===== src/rtl/uart_pkg.sv =====
// ---------------------------------------------------------------------------
// uart_pkg -- definitions shared by the UART receiver and transmitter.
//
// Contents:
//   CLKS_PER_BIT_DEFAULT : default number of clk cycles per serial bit
//   LINE_IDLE            : logic level of an idle serial line (mark = 1)
//   rx_state_t           : receiver FSM states
//
// Optional feature macro: UART_RX_PARITY_EN. When it is defined, the PARITY
// state exists in rx_state_t.
// ---------------------------------------------------------------------------
package uart_pkg;

    localparam int   CLKS_PER_BIT_DEFAULT = 16;
    localparam logic LINE_IDLE            = 1'b1;

    typedef enum logic [2:0] {
        IDLE   = 3'd0,
        START  = 3'd1,
        DATA   = 3'd2,
`ifdef UART_RX_PARITY_EN
        PARITY = 3'd3,
`endif
        STOP   = 3'd4
    } rx_state_t;

endpackage


===== src/rtl/sync2.sv =====
// ---------------------------------------------------------------------------
// sync2 -- two-flop synchronizer for an asynchronous serial line.
//
// Ports:
//   clk : rising-edge clock of the receiving domain
//   rst : asynchronous active-high reset; both flops reset to the idle level
//   d   : asynchronous input
//   q   : synchronized output (two clk cycles of latency)
// ---------------------------------------------------------------------------
module sync2
    import uart_pkg::*;
(
    input  logic clk,
    input  logic rst,
    input  logic d,
    output logic q
);

    logic meta_reg;

    // Resetting to the idle level keeps the receiver from seeing a spurious
    // falling edge as it leaves reset.
    always_ff @(posedge clk or posedge rst) begin
        if (rst) begin
            meta_reg <= LINE_IDLE;
            q        <= LINE_IDLE;
        end else begin
            meta_reg <= d;
            q        <= meta_reg;
        end
    end

endmodule


===== src/rtl/uart_rx.sv =====
// ---------------------------------------------------------------------------
// uart_rx -- UART receiver: start bit, DATA_BITS data bits (LSB first),
// optional even parity bit, one stop bit.
//
// Parameters:
//   CLKS_PER_BIT : clk cycles per serial bit (4..65535)
//   DATA_BITS    : data bits per frame (5..8)
//
// Ports:
//   clk        : rising-edge system clock
//   rst        : asynchronous active-high reset
//   serial_in  : asynchronous serial line, idle high
//   data_read  : consumer acknowledge, clears data_valid and overrun
//   data_out   : last received word, bit 0 = first data bit
//   data_valid : data_out holds an unread word
//   frame_err  : stop bit of the last frame was sampled low
//   overrun    : a frame completed while the previous word was unread
//   parity_err : (UART_RX_PARITY_EN only) last frame failed even parity
//
// Optional feature macro: UART_RX_PARITY_EN adds the PARITY state and the
// parity_err port.
// ---------------------------------------------------------------------------
module uart_rx
    import uart_pkg::*;
#(
    parameter int CLKS_PER_BIT = CLKS_PER_BIT_DEFAULT,
    parameter int DATA_BITS    = 8
) (
    input  logic                 clk,
    input  logic                 rst,
    input  logic                 serial_in,
    input  logic                 data_read,
    output logic [DATA_BITS-1:0] data_out,
    output logic                 data_valid,
    output logic                 frame_err,
    output logic                 overrun
`ifdef UART_RX_PARITY_EN
    ,
    output logic                 parity_err
`endif
);

    localparam int             CW       = $clog2(CLKS_PER_BIT);
    localparam logic [CW-1:0]  HALF_CNT = CW'(CLKS_PER_BIT / 2 - 1);
    localparam logic [CW-1:0]  FULL_CNT = CW'(CLKS_PER_BIT - 1);
    localparam logic [CW-1:0]  CNT_ONE  = CW'(1);
    localparam int             BW       = $clog2(DATA_BITS);
    localparam logic [BW-1:0]  LAST_BIT = BW'(DATA_BITS - 1);
    localparam logic [BW-1:0]  BIT_ONE  = BW'(1);

    logic                 rx_sync;
    logic                 line_prev_reg;
    rx_state_t            state_reg,  state_next;
    logic [CW-1:0]        cnt_reg,    cnt_next;
    logic [BW-1:0]        bit_reg,    bit_next;
    logic [DATA_BITS-1:0] shift_reg,  shift_next;
    logic                 frame_done;
`ifdef UART_RX_PARITY_EN
    logic                 par_reg,    par_next;
`endif

    sync2 u_sync (
        .clk (clk),
        .rst (rst),
        .d   (serial_in),
        .q   (rx_sync)
    );

    // State, counters and shift register.
    always_ff @(posedge clk or posedge rst) begin
        if (rst) begin
            state_reg     <= IDLE;
            cnt_reg       <= '0;
            bit_reg       <= '0;
            shift_reg     <= '0;
            line_prev_reg <= LINE_IDLE;
`ifdef UART_RX_PARITY_EN
            par_reg       <= 1'b0;
`endif
        end else begin
            state_reg     <= state_next;
            cnt_reg       <= cnt_next;
            bit_reg       <= bit_next;
            shift_reg     <= shift_next;
            line_prev_reg <= rx_sync;
`ifdef UART_RX_PARITY_EN
            par_reg       <= par_next;
`endif
        end
    end

    always_comb begin
        state_next = state_reg;
        cnt_next   = cnt_reg;
        bit_next   = bit_reg;
        shift_next = shift_reg;
        frame_done = 1'b0;
`ifdef UART_RX_PARITY_EN
        par_next   = par_reg;
`endif
        unique case (state_reg)
            IDLE: begin
                // Edge, not level: a line still low after a broken frame
                // must go high again before it can start another one.
                if (line_prev_reg && !rx_sync) begin
                    cnt_next   = '0;
                    state_next = START;
                end
            end
            START: begin
                if (cnt_reg == HALF_CNT) begin
                    cnt_next = '0;
                    if (!rx_sync) begin
                        bit_next   = '0;
                        state_next = DATA;
                    end else begin
                        // Start bit gone by mid-bit: treat it as a glitch.
                        state_next = IDLE;
                    end
                end else begin
                    cnt_next = cnt_reg + CNT_ONE;
                end
            end
            DATA: begin
                if (cnt_reg == FULL_CNT) begin
                    cnt_next   = '0;
                    shift_next = {rx_sync, shift_reg[DATA_BITS-1:1]};
                    if (bit_reg == LAST_BIT) begin
`ifdef UART_RX_PARITY_EN
                        state_next = PARITY;
`else
                        state_next = STOP;
`endif
                    end else begin
                        bit_next = bit_reg + BIT_ONE;
                    end
                end else begin
                    cnt_next = cnt_reg + CNT_ONE;
                end
            end
`ifdef UART_RX_PARITY_EN
            PARITY: begin
                if (cnt_reg == FULL_CNT) begin
                    cnt_next   = '0;
                    par_next   = rx_sync;
                    state_next = STOP;
                end else begin
                    cnt_next = cnt_reg + CNT_ONE;
                end
            end
`endif
            STOP: begin
                if (cnt_reg == FULL_CNT) begin
                    cnt_next   = '0;
                    frame_done = 1'b1;
                    state_next = IDLE;
                end else begin
                    cnt_next = cnt_reg + CNT_ONE;
                end
            end
            default: begin
                state_next = IDLE;
            end
        endcase
    end

    // Result registers. A completed frame always delivers its word, even with
    // a bad stop bit; a read on the completion cycle acknowledges the old
    // word, so the new one stays valid without an overrun.
    always_ff @(posedge clk or posedge rst) begin
        if (rst) begin
            data_out   <= '0;
            data_valid <= 1'b0;
            frame_err  <= 1'b0;
            overrun    <= 1'b0;
`ifdef UART_RX_PARITY_EN
            parity_err <= 1'b0;
`endif
        end else begin
            if (frame_done) begin
                data_out  <= shift_reg;
                frame_err <= ~rx_sync;
`ifdef UART_RX_PARITY_EN
                parity_err <= (^shift_reg) ^ par_reg;
`endif
            end
            data_valid <= frame_done | (data_valid & ~data_read);
            overrun    <= (overrun & ~data_read)
                        | (frame_done & data_valid & ~data_read);
        end
    end

endmodule


===== config.mk =====
export PLATFORM = sky130hd
export DESIGN_NAME = uart_rx
export DESIGN_NICKNAME = d
export VERILOG_FILES = /design/src/rtl/uart_pkg.sv /design/src/rtl/sync2.sv /design/src/rtl/uart_rx.sv
export SDC_FILE = /design/constraint.sdc
export NUM_CORES = 1
export LEC_CHECK = 0
export BUFFER_PORTS_ARGS = -buffer_cell sky130_fd_sc_hd__buf_2
export CAP_MARGIN = 20
export CORE_UTILIZATION = 51
export DETAILED_ROUTE_END_ITERATION = 6
export HOLD_SLACK_MARGIN = 0.03
export PLACE_DENSITY_LB_ADDON = 0.15
export SLEW_MARGIN = 20
export SYNTH_ARGS = -nofsm -noshare
export SYNTH_HDL_FRONTEND = slang
export SYNTH_SLANG_ARGS = --single-unit

===== constraint.sdc =====
create_clock -name clk -period 1.7 [get_ports clk]
set_clock_uncertainty 0.15 [all_clocks]
set_input_delay 0.085 -clock clk [delete_from_list [all_inputs] [get_ports clk]]
set_output_delay 0.085 -clock clk [all_outputs]
set_load 0.01 [all_outputs]

# After elaboration in Yosys (flattened, before gate mapping)
# Index checks and enable logic that the tools add are counted.
[totals]
out_inout_bits = 11
word_cells = 62
inputBits = 4
register_bits = 32
[op_classes]
eq_ne = 13
n_reduce_logical = 10
muxes = 18
addsub = 2
bitwise_logic = 8
[op_table]
columns = ["operator", "count"]
rows = [
  ["2-to-1 mux 3 bit", 9],
  ["!= test 2 bit (second input constant)", 7],
  ["2-to-1 mux 4 bit", 3],
  ["case mux 3 bit (4 select lines)", 1],
  ["case mux 4 bit (3 select lines)", 1],
  ["AND reduction 5 bit", 2],
  ["== test 3 bit (second input constant)", 2],
  ["case mux 3 bit (2 select lines)", 1],
  ["adder 4 x 1 -> 4 bit (second input constant)", 1],
  ["bitwise AND 1 bit", 4],
  ["== test 4 x 3 -> 1 bit (second input constant)", 1],
  ["== test 4 bit (second input constant)", 1],
  ["AND reduction 2 bit", 2],
  ["adder 3 x 1 -> 3 bit (second input constant)", 1],
  ["== test 3 x 1 -> 1 bit (second input constant)", 1],
  ["== test 3 x 2 -> 1 bit (second input constant)", 1],
  ["zero test 3 bit", 1],
  ["nonzero test 3 bit", 1],
  ["2-to-1 mux 1 bit", 2],
  ["2-to-1 mux 2 bit", 1],
  ["inverter 1 bit", 2],
  ["OR 1 bit", 2],
  ["nonzero test 2 bit", 1],
  ["OR reduction 2 bit", 1],
  ["other kinds (2)", 2],
]

# Depth between registers and ports, before layout
# Gate-level depths: netlist of run 1.
[logic_depth]
depth_word = 6
ltp_mapped = 7
ltp_nobuf = 5

# Modules after synthesis
# Synthesis of run 1 repeated with hierarchy kept, for this count alone.
[hier_totals]
hier_cells = 102
area_unflattened_um2 = 1440.1
[modules_own_cells]
columns = ["module", "area_per_inst_um2", "n_inst", "cells_each"]
rows = [
  ["uart_rx", 1383.8, 1, 99],
  ["sync2", 56.3, 1, 3],
]

# Least setup slack after synthesis of run 1
# Ideal clock, no wire load.
[synth_path]
path_type = "reg-to-reg"
from = "reg cnt_reg[0]"
to = "reg data_out[0]"
n_path_buf = 2
path_stages_with_launch = 7
slack_ns = -0.031
required_time_ns = 1.425
setup_time_ns = 0.125
arrival_time_ns = 1.455
path_cell_list = "dfrtp_1 > ha_1 > and3_1 > buf_6 > nand3_4 > buf_6 > mux2_4"
[synth_between]
elab_chain_cells = 3
[synth_lines]
columns = ["item", "line", "text"]
rows = [
  ["from (decl)", "uart_rx.sv:54", "logic [CW-1:0] cnt_reg, cnt_next;"],
  ["from (signal assigned)", "uart_rx.sv:82", "cnt_reg <= cnt_next;"],
  ["== test 4 bit", "uart_rx.sv:153", "if (cnt_reg == FULL_CNT) begin"],
  ["2-to-1 mux 1 bit", "uart_rx.sv:153", ""],
  ["2-to-1 mux 1 bit", "uart_rx.sv:101", "unique case (state_reg)"],
  ["to (signal assigned)", "uart_rx.sv:181", "data_out <= shift_reg;"],
  ["to (decl)", "uart_rx.sv:33", "output logic [DATA_BITS-1:0] data_out,"],
]
# No other way between the ends.
# A chain may end at the register's enable or synchronous reset.

# Worst setup path after layout of run 1
[layout_path]
from = "reg bit_reg[1]"
to = "reg bit_reg[0]"
[layout_between]
elab_chain_cells = 3
[layout_lines]
columns = ["item", "line", "text"]
rows = [
  ["from (decl)", "uart_rx.sv:55", "logic [BW-1:0] bit_reg, bit_next;"],
  ["from (signal assigned)", "uart_rx.sv:83", "bit_reg <= bit_next;"],
  ["== test 3 bit", "uart_rx.sv:128", "if (bit_reg == LAST_BIT) begin"],
  ["!= test 2 bit (no source line)", "--", ""],
  ["AND reduction 5 bit (no source line)", "--", ""],
]
# No other way between the ends.

==> reports/results.txt, run 1 <==
share of synthesized flip-flops with an asynchronous set or reset = 1.000
die area = 3076 um2
Setup Viol. Count Final = 0
Ports = 15
Cells after DPL = 166
fraction of final layout cells with drive strength greater than 1 = 0.4797
Die Y-Extent = 55.46 um
number of pins exceeding their max-slew limit in the final report = 0
Critical Setup Path Class = flop to flop
outcome = finished clean
Finished Cell Area = 1823 um2
arrival time of the worst setup path = 1.73 ns
number of antenna violations at the first check in global routing = 0
Final Hold Slack = 0.1291 ns
Gate Count Post-Synth = 113
dpl hpwl = 1771 um
count of H-tree levels built during CTS = 2
Post-Syn Area = 1458 um2
category of the worst setup path capture point = flop
total negative slack for setup checks = 0 ns
router iterations before antenna repair = 4
per-instance average area after synthesis = 12.90 um2
via count of the first global-routing pass = 1044
slack of the worst reg-to-reg path = 0.04 ns
buffers added on ports = 14
Hold Violations, Final = 0
clock transition at the registers of the reported paths = 0.10 ns
FP Rows = 19
remaining routing DRC violations = 0
worst vdd ir = 1057 uV
fraction of the yosys area taken by sequential cells = 0.5519
global-route wire length before repair = 4609 um
post-detailed-routing wire length = 2615 um
P&R area growth vs syn = 25.06%
number of synthesized flops with an enable pin = 0
largest fanout on the critical path = 3
highest clock rate = 0.6033 GHz
leakage component of the power = 0.9068 nW
Yosys warnings = 0
path category of the worst min-delay check = input pin to asynchronous set/reset pin
GPL Wtd Cong = 0.7791
required time of the worst setup path = 1.77 ns
Tot Pwr = 1.986 mW
core area = 2734 um2
Starting Density = 0.5332
antenna diode count = 0
maximum root-to-sink buffer count = 2
RSZ-0062 raised after global routing = yes
Filler Cell Count = 194
Layout Cells excl Fill = 179
number of sinks driven by the clock tree = 32
maximum number of pins on one net before global-route repair = 25
power per cell area = 1089 nW/um2
Syn Nets = 120
Vias = 991
mean routed wirelength per cell = 14.61 um
number of buffers created by CTS = 5
actual transition at the worst max-transition pin = 0.4056 ns
buffer type at the clock tree root = sky130_fd_sc_hd__clkbuf_4
max-cap check violation count = 0
Tot GR Track Use = 0.1937
Synth Register Bits = 32
clock latency reported for the late side of the worst-skew pair = 0.32 ns
final critical path time including I/O delays and setup = 1.658 ns
Vias per Instance = 5.536
First DRT Iteration DRCs = 16
final net count = 154
ANT nets after route = 0
launching element type of the critical path = flop
ratio of final minimum period to clock period = 0.9751
Die X-Extent = 55.46 um
flip-flop cell with the highest count after synthesis = sky130_fd_sc_hd__dfrtp_1
remaining global-route overflow = 0
CTS tree = yes
area after detailed placement = 1642 um2
Slew Limit Headroom = 0.7293
post-synthesis cell type count = 37
-- synth_stat cells, types with 2 or more instances --
| cell | n | area share |
|---|---|---|
| sky130_fd_sc_hd__nand2_1 | 8 | 0.021 |
| sky130_fd_sc_hd__a41oi_1 | 2 | 0.012 |
| sky130_fd_sc_hd__dfstp_2 | 3 | 0.054 |
| sky130_fd_sc_hd__a22o_1 | 2 | 0.012 |
| sky130_fd_sc_hd__xor2_1 | 2 | 0.012 |
| sky130_fd_sc_hd__nor2b_1 | 2 | 0.0086 |
| sky130_fd_sc_hd__buf_6 | 2 | 0.015 |
| sky130_fd_sc_hd__mux2_2 | 9 | 0.070 |
| sky130_fd_sc_hd__ha_1 | 3 | 0.026 |
| sky130_fd_sc_hd__mux2i_1 | 2 | 0.014 |
| sky130_fd_sc_hd__mux2_4 | 7 | 0.072 |
| sky130_fd_sc_hd__dfrtp_1 | 29 | 0.50 |
| sky130_fd_sc_hd__nor2_1 | 6 | 0.015 |
| sky130_fd_sc_hd__buf_2 | 3 | 0.010 |
| sky130_fd_sc_hd__nor3b_1 | 2 | 0.010 |
| sky130_fd_sc_hd__inv_1 | 4 | 0.010 |
| sky130_fd_sc_hd__o21a_1 | 2 | 0.010 |
| sky130_fd_sc_hd__a21oi_1 | 2 | 0.0069 |
| sky130_fd_sc_hd__o21ai_0 | 5 | 0.017 |
-- worst max-delay path: stages, from the launching register on --
cell and delay [ns]:
sky130_fd_sc_hd__dfrtp_1 0.39, sky130_fd_sc_hd__ha_2 0.20, sky130_fd_sc_hd__ha_4 0.17, sky130_fd_sc_hd__nor4bb_4 0.29, sky130_fd_sc_hd__o21ai_2 0.13, sky130_fd_sc_hd__a32o_1 0.23
-- cell usage in the layout (no fill, tap or decap), drive strengths merged, types with 3 or more instances in the layout --
cell         Yosys  routed
dlygate4sd3      0       3
dfstp            3       3
inv              4       4
ha               3       3
o21ai            7       7
nor2             6       6
nor3b            3       3
mux2            16      16
clkbuf           0       6
dfrtp           29      29
nand2            9       9
buf              5      29
-- cells by family after synthesis --
| family | Yosys count | share of synthesized area |
|---|---|---|
| buf+inv | 9 | 0.03604 |
| flops | 32 | 0.5519 |
| mux | 18 | 0.1554 |
| fa+ha+maj | 3 | 0.02575 |
| simple gates | 30 | 0.1245 |
| compound gates | 19 | 0.09442 |
| xor+xnor | 2 | 0.01202 |
-- where the power goes --
part / switching [mW] / leakage [nW] / internal (mW)
logic: 0.255 / 0.440 / 0.284
registers: 0.0540 / 0.425 / 0.828
clock network: 0.256 / 0.0422 / 0.308
-- stage by stage --
stage / setup WS, ns / util
CTS: -0.03186 / 0.6412
floorplan: 0.01217 / -
detailed placement: -0.02991 / 0.6005
finish: 0.04241 / 0.6668
global route: -0.04858 / 0.6668
global placement: -0.01202 / 0.6005
-- routing by layer --
| metal | vias up | part of all wire | global-route usage |
|---|---|---|---|
| met5 | - | 0 | 0 |
| met4 | 0 | 0.020 | 0.08571 |
| met3 | 7 | 0.028 | 0.04918 |
| met2 | 18 | 0.50 | 0.3115 |
| met1 | 495 | 0.45 | 0.2469 |
| li1 | 471 | - | - |
-- path summary, 6_finish.rpt --
check | depth (start not counted) | start | endpoint
min reg2reg | 0 | u_sync.meta_reg$_DFF_PP1_ | u_sync.q$_DFF_PP1_
max | 5 | bit_reg[1]$_DFFE_PP0P_ | bit_reg[0]$_DFFE_PP0P_
max reg2reg | 5 | bit_reg[1]$_DFFE_PP0P_ | bit_reg[0]$_DFFE_PP0P_
min | 3 | rst | cnt_reg[2]$_DFFE_PP0P_
min in group clk | 0 | u_sync.meta_reg$_DFF_PP1_ | u_sync.q$_DFF_PP1_
max in group asynchronous | 4 | rst | u_sync.meta_reg$_DFF_PP1_
-- what timing repair did --
item | CTS | global route
buffers inserted | 0 | 3
endpoints found under the setup margin | 10 | 6
hold buffers | 3 | 0
endpoints found under the hold margin | 32 | 0
gates resized for setup | 2 | 13
pin swaps | 1 | 6
-- area by class of cell --
type | count | area (um2) | share of cell area
repair buffers | 32 | 225.2 | 0.1235
clock inverters | 2 | 35.03 | 0.01922
multi-input cells | 72 | 661.9 | 0.3631
flip-flops and latches | 32 | 805.8 | 0.4420
well taps | 31 | 38.79 | 0.02128
inverters | 4 | 15.01 | 0.008236
clock buffers | 6 | 41.29 | 0.02265
No activity file was read; power rests on OpenSTA's default activity.
==> run 2, diff against run 1 <==
- CORE_UTILIZATION: 51 -> 55
- clock period: 1.7 -> 2 ns (I/O delays scaled with it)
==> run 2 against run 1 <==
  * Power is 31% lower
  * Global-route usage rose by 0.40 points
  * Via count down 8.0%
  * Die area is 7.0% lower
  * Sequential share of layout area up 5.7 points
  * Critical path type unchanged
  * Largest power group unchanged
  * Highest routed layer unchanged
  * Setup slack better by 0.14 ns
  * Sequential power decreased by 10%
  * Count of clock-buffer cells in the layout did not move
  * Final cell count fell by 8.9%
  * Design area decreased by 12%
  * Hold slack gained 0.081 ns
  * Routed wire length is 12% lower
==> reports/results.txt, run 2 (synthesis gave the netlist of run 1 again) <==
router iterations before antenna repair = 4 (unchanged)
Critical Setup Path Class = flop to flop
category of the worst setup path capture point = flop
Flop pwr share = 0.575 (+0.131)
Final Hold Slack = 0.2100 ns (+0.08091 ns)
path category of the worst min-delay check = flop to flop
area of the multi-input gates = 601.8 um2 (-9.1%)
mean routed wirelength per cell = 14.17 um (-3.0%)
final net count = 140 (-9.1%)
remaining global-route overflow = 0 (unchanged)
fraction of power spent switching nets = 0.2988 (+0.01404)
buffers added on ports = 14 (unchanged)
Starting Density = 0.5831 (+0.04990)
dpl hpwl = 1566 um (-12%)
highest clock rate = 0.5509 GHz (-8.7%)
count of H-tree levels built during CTS = 2 (unchanged)
sequential cell area = 804.5 um2 (-0.16%)
Die X-Extent = 53.48 um (-3.6%)
antenna diode count = 0 (unchanged)
Ports = 15 (unchanged)
FP Rows = 18 (-1)
clock latency reported for the late side of the worst-skew pair = 0.32 ns (about the same)
fraction of final layout cells with drive strength greater than 1 = 0.3534 (-0.1263)
actual transition at the worst max-transition pin = 0.4989 ns (+0.09335 ns)
remaining routing DRC violations = 0 (unchanged)
power per cell area = 852.6 nW/um2 (-22%)
required time of the worst setup path = 2.06 ns (+0.29 ns)
Vias per Instance = 5.595 (+1.1%)
Tot GR Track Use = 0.1977 (+0.004027)
outcome = finished clean
CTS tree = yes
P&R area growth vs syn = 10.64%
Die Y-Extent = 53.48 um (-3.6%)
post-detailed-routing wire length = 2310 um (-12%)
Hold Violations, Final = 0 (unchanged)
buffer type at the clock tree root = sky130_fd_sc_hd__clkbuf_4
ratio of final minimum period to clock period = 0.9075 (-0.06753)
maximum number of pins on one net before global-route repair = 33 (+32%)
Vias = 912 (-8.0%)
via count of the first global-routing pass = 866 (-17%)
leakage component of the power = 0.8234 nW (-9.2%)
most common cell after layout, fill and taps aside = sky130_fd_sc_hd__dfrtp_1
global-route wire length before repair = 3746 um (-19%)
number of pins exceeding their max-slew limit in the final report = 0 (unchanged)
arrival time of the worst setup path = 1.87 ns (+0.14 ns)
First DRT Iteration DRCs = 17 (+1)
launching element type of the critical path = flop
Filler Cell Count = 186 (-4.1%)
RSZ-0062 raised after global routing = no
count of cells along the worst register-to-register path = 5 (unchanged)
maximum root-to-sink buffer count = 2 (unchanged)
die area = 2860 um2 (-7.0%)
final critical path time including I/O delays and setup = 1.815 ns (+0.1575 ns)
max-cap check violation count = 0 (unchanged)
GPL Wtd Cong = 0.7593 (-2.5%)
buffer count from post-CTS setup fixing = 0 (unchanged)
number of sinks driven by the clock tree = 32 (unchanged)
Layout Cells excl Fill = 163 (-8.9%)
core area = 2500 um2 (-8.6%)
clock transition at the registers of the reported paths = 0.08 ns (-0.02 ns)
largest fanout on the critical path = 4 (+1)
fraction of power consumed by combinational cells = 0.189 (-0.083)
Finished Cell Area = 1613 um2 (-12%)
Setup Viol. Count Final = 0 (unchanged)
number of antenna violations at the first check in global routing = 0 (unchanged)
total negative slack for setup checks = 0 ns (unchanged)
number of buffers created by CTS = 5 (unchanged)
clock group share of total power = 0.236 (-0.048)
ANT nets after route = 0 (unchanged)
Cells after DPL = 153 (-7.8%)
switching power = 0.4109 mW (-27%)
Internal = 0.9642 mW (-32%)
Slew Limit Headroom = 0.6674 (-0.06194)
most frequent cells in the layout = sky130_fd_sc_hd__dfrtp_1, sky130_fd_sc_hd__buf_2, sky130_fd_sc_hd__mux2_2
worst vdd ir = 593.2 uV (-44%)
area after detailed placement = 1535 um2 (-6.5%)
cell count of the worst hold path = 0
-- run 2: timing repair --
action / 4_1_cts / 5_1_grt
hold buffers: 3 / 0
gates resized for setup: 0 / 1
endpoints found under the hold margin: 35 / 0
endpoints found under the setup margin: 0 / 8
-- run 2: per-stage QoR --
stage | util | worst slack, ns | total power, mW
CTS | 0.6446 | 0.09729 | 1.393
finish | 0.6451 | 0.1850 | 1.375
detailed placement | 0.6141 | 0.1109 | 1.060
global route | 0.6451 | 0.06881 | 1.472
global placement | 0.6141 | 0.1955 | 1.046
floorplan | - | 0.2694 | 1.005
-- run 2: cell type report --
class                   count  area share
multi-input cells          72      0.3732
well taps                  30     0.02327
flip-flops and latches     32      0.4988
inverters                   4    0.009310
clock buffers               6     0.02560
clock inverters             1    0.003103
repair buffers             18     0.06672
-- run 2: path summary, 6_finish.rpt --
check / start / end / slack (ns)
worst min-delay path: u_sync.meta_reg$_DFF_PP1_ / u_sync.q$_DFF_PP1_ / 0.21
worst max register to register: bit_reg[0]$_DFFE_PP0P_ / bit_reg[0]$_DFFE_PP0P_ / 0.18
min in group asynchronous: rst / data_out[0]$_DFFE_PP0P_ / 0.24
worst min register to register: u_sync.meta_reg$_DFF_PP1_ / u_sync.q$_DFF_PP1_ / 0.21
worst max-delay path: bit_reg[0]$_DFFE_PP0P_ / bit_reg[0]$_DFFE_PP0P_ / 0.18
max in group asynchronous: rst / u_sync.q$_DFF_PP1_ / 1.13
-- run 2: power by group through the flow --
| stage | clock network, mW | logic, mW | registers, mW |
|---|---|---|---|
| global route | 0.372 | 0.295 | 0.806 |
| finish | 0.325 | 0.260 | 0.790 |
| global placement | 0 | 0.249 | 0.797 |
| CTS | 0.340 | 0.264 | 0.789 |
| floorplan | 0 | 0.245 | 0.760 |
| detailed placement | 0 | 0.259 | 0.801 |
-- run 2: critical path: stages (launching register included) --
cell and delay [ns]:
sky130_fd_sc_hd__dfrtp_1 0.41, sky130_fd_sc_hd__ha_1 0.21, sky130_fd_sc_hd__ha_1 0.23, sky130_fd_sc_hd__nor4bb_1 0.28, sky130_fd_sc_hd__o21ai_1 0.19, sky130_fd_sc_hd__a32o_1 0.24
-- run 2: metal layers --
metal | track usage | part of all wire
met1 | 0.2491 | 0.46
met2 | 0.2833 | 0.48
met3 | 0.08908 | 0.054
met4 | 0.09649 | 0.0082
met5 | 0 | 0
